$ cat config.mk
export PLATFORM = sky130hd
export DESIGN_NAME = built_in_gates_sync
export DESIGN_NICKNAME = d
export VERILOG_FILES = /design/src/rtl/built_in_gates_sync.sv
export SDC_FILE = /design/constraint.sdc
export NUM_CORES = 1
export LEC_CHECK = 0
export ABC_AREA = 1
export ABC_CLOCK_PERIOD_IN_PS = 1690
export CAP_MARGIN = 30
export CORE_AREA = 4 4 41 43
export DETAILED_ROUTE_END_ITERATION = 10
export DIE_AREA = 0 0 45 47
export PLACE_DENSITY_LB_ADDON = 0.2
export SYNTH_ARGS = -nofsm -noshare
export SYNTH_HDL_FRONTEND = slang
export SYNTH_SLANG_ARGS = --single-unit
$ cat constraint.sdc
create_clock -name clk -period 1.69 [get_ports clk]
set_input_delay 0.169 -clock clk [delete_from_list [all_inputs] [get_ports clk]]
set_output_delay 0.169 -clock clk [all_outputs]
set_load 0.01 [all_outputs]
$ cat src/rtl/built_in_gates_sync.sv
// -----------------------------------------------------------------------------
// built_in_gates_sync
//
// Registered bank of primitive logic gates over three operand vectors.
// Every accepted beat (in_vld high at a rising clk edge) loads five bitwise
// results into output registers on that same edge. When in_vld is low, the
// results hold their previous values and out_vld drops.
//
// Parameters
//   WIDTH    bit width of a, b, c and of every result output (>= 1)
//
// Ports
//   clk      rising-edge clock
//   rst_n    synchronous reset, active low (clears every output, including
//            the inverting gates o4/o10)
//   in_vld   operands a/b/c valid this cycle
//   a, b, c  operands, WIDTH bits each
//   o1       registered a & b & c
//   o2       registered a | b | c
//   o3       registered a ^ b ^ c (odd parity per bit)
//   o4       registered ~(a & b & c)
//   o10      registered ~(a | b | c)
//   out_vld  o1..o10 (and maj) hold the result of the beat accepted on the
//            most recent edge
//   maj      registered majority(a, b, c); present only when the macro
//            BUILT_IN_GATES_MAJ_EN is defined
//
// Configuration macro: BUILT_IN_GATES_MAJ_EN
//   defined   -> adds the maj output and its register
//   undefined -> no maj port and no majority logic
// -----------------------------------------------------------------------------
module built_in_gates_sync #(
    parameter int WIDTH = 1
) (
    input  logic             clk,
    input  logic             rst_n,
    input  logic             in_vld,
    input  logic [WIDTH-1:0] a,
    input  logic [WIDTH-1:0] b,
    input  logic [WIDTH-1:0] c,
    output logic [WIDTH-1:0] o1,
    output logic [WIDTH-1:0] o2,
    output logic [WIDTH-1:0] o3,
    output logic [WIDTH-1:0] o4,
    output logic [WIDTH-1:0] o10,
    output logic             out_vld
`ifdef BUILT_IN_GATES_MAJ_EN
    ,
    output logic [WIDTH-1:0] maj
`endif
);

    // Combinational gate results, one slice per bit index. Bits never
    // interact, so each slice is built independently.
    logic [WIDTH-1:0] and_next;
    logic [WIDTH-1:0] or_next;
    logic [WIDTH-1:0] xor_next;
    logic [WIDTH-1:0] nand_next;
    logic [WIDTH-1:0] nor_next;

    // Output registers.
    logic [WIDTH-1:0] and_reg;
    logic [WIDTH-1:0] or_reg;
    logic [WIDTH-1:0] xor_reg;
    logic [WIDTH-1:0] nand_reg;
    logic [WIDTH-1:0] nor_reg;
    logic             vld_reg;

    genvar gi;
    generate
        for (gi = 0; gi < WIDTH; gi++) begin : g_bit
            assign and_next[gi]  = a[gi] & b[gi] & c[gi];
            assign or_next[gi]   = a[gi] | b[gi] | c[gi];
            assign xor_next[gi]  = a[gi] ^ b[gi] ^ c[gi];
            assign nand_next[gi] = ~(a[gi] & b[gi] & c[gi]);
            assign nor_next[gi]  = ~(a[gi] | b[gi] | c[gi]);
        end
    endgenerate

    // Reset wins over in_vld in the same cycle; operands presented while
    // in reset are discarded. The inverting results reset to 0 as well,
    // because they are registers rather than gates on the outputs.
    always_ff @(posedge clk) begin
        if (!rst_n) begin
            and_reg  <= '0;
            or_reg   <= '0;
            xor_reg  <= '0;
            nand_reg <= '0;
            nor_reg  <= '0;
        end else if (in_vld) begin
            and_reg  <= and_next;
            or_reg   <= or_next;
            xor_reg  <= xor_next;
            nand_reg <= nand_next;
            nor_reg  <= nor_next;
        end
    end

    // out_vld only marks the cycle right after an accepted beat; the result
    // registers themselves keep their value across idle cycles.
    always_ff @(posedge clk) begin
        if (!rst_n) begin
            vld_reg <= 1'b0;
        end else begin
            vld_reg <= in_vld;
        end
    end

    assign o1      = and_reg;
    assign o2      = or_reg;
    assign o3      = xor_reg;
    assign o4      = nand_reg;
    assign o10     = nor_reg;
    assign out_vld = vld_reg;

`ifdef BUILT_IN_GATES_MAJ_EN
    logic [WIDTH-1:0] maj_next;
    logic [WIDTH-1:0] maj_reg;

    generate
        for (gi = 0; gi < WIDTH; gi++) begin : g_maj_bit
            assign maj_next[gi] = (a[gi] & b[gi]) | (a[gi] & c[gi]) | (b[gi] & c[gi]);
        end
    endgenerate

    // Same load/hold/reset behaviour as the other result registers.
    always_ff @(posedge clk) begin
        if (!rst_n) begin
            maj_reg <= '0;
        end else if (in_vld) begin
            maj_reg <= maj_next;
        end
    end

    assign maj = maj_reg;
`endif

endmodule

==> results.md <==
| Stage | Metric | Value |
|---|---|---|
| floorplan | Die area | 2120 sq um |
| timing | Highest clock frequency the design can meet | 784 MHz |
| drt | Final routed DRC violation total | 0 |
| pwr | Leakage power | 0.214 nW |
| worst setup path | Arrival @ worst endpoint | 1.11 ns |
| yosys | Number of instances in the synthesized netlist | 37 |
| cts | Clock tree buffer depth | 2 |
| global route | Grt peak-use layer | met2 |
| floorplan | Count of boundary I/O pins | 12 |
| drt | Post-route ant nets | 0 |
| drt | Routed Wire Length | 530 microns |
| timing | Shortest period the worst path allows | 1.28 ns |
| run | Reported max-cap violation count | 0 |
| timing | Final-report hold violation count | 0 |
| timing | Final Max Tran Viols | 0 |
| finish | Number of nets in the layout | 61 |
| global route | Met3 track demand over resource in global routing | 6.90% |
| cts | Resized Gates After CTS | 0 |
| cts | Clock net sink count | 6 |
| drt | First drt pass iteration count | 2 |
| cts | Setup fix buffers added after clock tree synthesis | 0 |
| floorplan | Die Height | 47 microns |
| cts | TritonCTS clock tree | built |
| worst setup path | Largest delay share family, worst path | buffers and inverters |
| placed design | Input/output buffers | 11 |
| cts | Insertion delay of the later-clocked pin in the worst-skew pair | 0.24 ns |
| worst setup path | Delay of the slowest cell on the worst path | 0.53 ns |
| worst setup path | Slowest library cell on the worst path | clkdlybuf4s50_1 |
| yosys | Synthesis-stage register bit count | 6 |
| global route | Met1 Track Usage GR | 6.41% |
| cts | Buffer type at the clock tree root | clkbuf_4 |
| pwr | Power per standard cell area | 838 nW/um^2 |
| drt | Iteration-0 DRC Markers | 1 |
| placed design | Routability congestion estimate | 0.707 |
| yosys | Synth Cell Area | 262 sq um |
| global route | Initial antenna violation count | 0 |
| yosys | Yosys synthesis warning count | 0 |
| floorplan | Area of the placeable core | 1300 sq um |
| pwr | Worst voltage drop across the vdd grid | 445 uV |
| worst setup path | Startpoint-to-endpoint class of the critical path | reg -> out |
| worst setup path | Worst Setup Start Kind | register |
| timing | Slew Limit Headroom | 84.3% |
| placed design | Detailed placer's ending HPWL | 435 microns |
| timing | Worst-margin pin slew | 0.234 ns |
| timing | Worst Skew | 0 ns |
| timing | Total setup violations reported at the end of the flow | 0 |
| yosys | Syn_area_per_cell | 7.07 sq um |
| finish | Count of fill cells added during filler insertion | 149 |
| floorplan | Number of rows in the core area | 13 |
| yosys | Fraction of the yosys area taken by sequential cells | 45.9% |
| finish | Post-route core utilization | 31.7% |
| finish | Synth-to-Final Area Change | 57.9% |
| drt | Avg Vias per Cell | 3.95 |
| worst setup path | Max Fanout on Critical Path | 2 |
| cts | CTS Buf Count | 3 |
| yosys | Post-Synthesis Net Count | 45 |
| worst setup path | Endpoint kind of the worst setup timing path | output port |
| floorplan | Width of the die | 45 microns |
| timing | Sum of negative setup slack | 0 ns |
| finish | ANT cells | 0 |
| global route | Overall fraction of global-route tracks in use | 6.73% |
| worst setup path | Worst path required time | 1.52 ns |
| finish | Highest-count cells in the layout ignoring fill and taps | 11 x nand2_1, 11 x clkdlybuf4s50_1, 9 x inv_1 |
| cts | Hold-fix buffer count after cts | 0 |
| timing | Setup repair after global routing missed its margin | false |
| global route | GRT met2 Usage | 8.47% |
| yosys | Synth unique cells | 8 |
| drt | Via count | 261 |
| timing | Ratio of final minimum period to clock period | 75.5% |
| global route | Vias in the first global route | 210 |
| floorplan | Initial cell density of the core | 20.1% |
| global route | First-pass GRT wire length | 862 microns |
| global route | Final global-route overflow total | 0 |
| drt | Mean routed wirelength per cell | 8.03 microns |
| cts | Deepest level of the CTS H-tree | 1 |
| global route | Maximum number of pins on one net before global-route repair | 8 |
| finish | Fraction of final layout cells with drive strength greater than 1 | 5.88% |
| worst setup path | Sum of buffers and inverters on the critical path | 1 |
| cts | Clk slew on worst S/H paths | 0.05 ns |
| worst hold path | Path class of the lowest-slack min-delay path | reg -> reg |
| worst setup path | Cell chain of the critical path | clkdlybuf4s50_1 |
| run status | Outcome | finished, final reports clean |
[worst register-to-register path, stage by stage (launching register included)]
cell     delay (ns)
dfxtp_1        0.30
nor2_1         0.08
nor2_1         0.04
nand2_1        0.06
inv_1          0.03
[sequential cells by signal (all words and copies together) (netlist names)]
signal and cells:
out_vld 1, o3 1, o10 1, o1 1, o4 1, o2 1
[cells in the mapped netlist, drive strengths merged]
cell type | count | area, sq um
dfxtp | 6 | 120
inv | 9 | 33.8
a21oi | 3 | 15.0
nor2 | 3 | 11.3
ha | 2 | 25.0
nand2 | 11 | 41.3
nand3 | 2 | 10.0
o21ai | 1 | 5.00
[worst paths after layout]
| check | depth (start not counted) | slack [ns] | end | from |
|---|---|---|---|---|
| min reg2reg | 2 | 0.47 | o4$_SDFFE_PN0P_ | o4$_SDFFE_PN0P_ |
| max reg2reg | 4 | 1.07 | o3$_SDFFE_PN0P_ | o3$_SDFFE_PN0P_ |
| max | 1 | 0.41 | o10 | o10$_SDFFE_PN0P_ |
| min | 2 | 0.47 | o4$_SDFFE_PN0P_ | o4$_SDFFE_PN0P_ |
[power by group]
part	switching, W	internal [W]	leakage, nW
combinational	0.0000269	0.0000340	0.150
clock	0.0000503	0.0000802	0.0138
sequential	0.00000363	0.000151	0.0497
[kinds of logic (layout without fill, tap and decap cells)]
| logic type | Yosys count | in the layout | synth area share (%) |
|---|---|---|---|
| AOI/OAI and AO/OA | 4 | 4 | 7.65 |
| DFF | 6 | 6 | 45.9 |
| and+or+nand+nor | 16 | 16 | 23.9 |
| buffers and inverters | 9 | 23 | 12.9 |
| adders and majority gates | 2 | 2 | 9.57 |
[cell type report]
cell class | instances | area (sq um) | share of cell area (%)
Sequential cell | 6 | 120 | 29.1
Timing Repair Buffer | 11 | 110 | 26.7
Multi-Input combinational cell | 22 | 108 | 26.1
Inverter | 9 | 33.8 | 8.18
Clock buffer | 3 | 22.5 | 5.45
Tap cell | 15 | 18.8 | 4.55
[layer usage]
layer  share of wire, %  routed length, microns
met3                 13                      69
met1                 44                     235
met4                1.7                       9
met2                 41                     216
met5                  0                       0
[through the flow]
stage / worst slack, ns / total power, W / std cells / hold slack [ns] / area, sq um
2_1_floorplan: 0.900 / 0.000182 / 37 / 0.281 / 262
3_3_place_gp: 0.358 / 0.000219 / 63 / 0.458 / 390
3_5_place_dp: 0.351 / 0.000219 / 63 / 0.463 / 390
4_1_cts: 0.404 / 0.000353 / 66 / 0.471 / 413
5_1_grt: 0.351 / 0.000372 / 66 / 0.492 / 413
6_report: 0.415 / 0.000346 / 66 / 0.465 / 413
No activity file was read; power rests on OpenSTA's default activity.
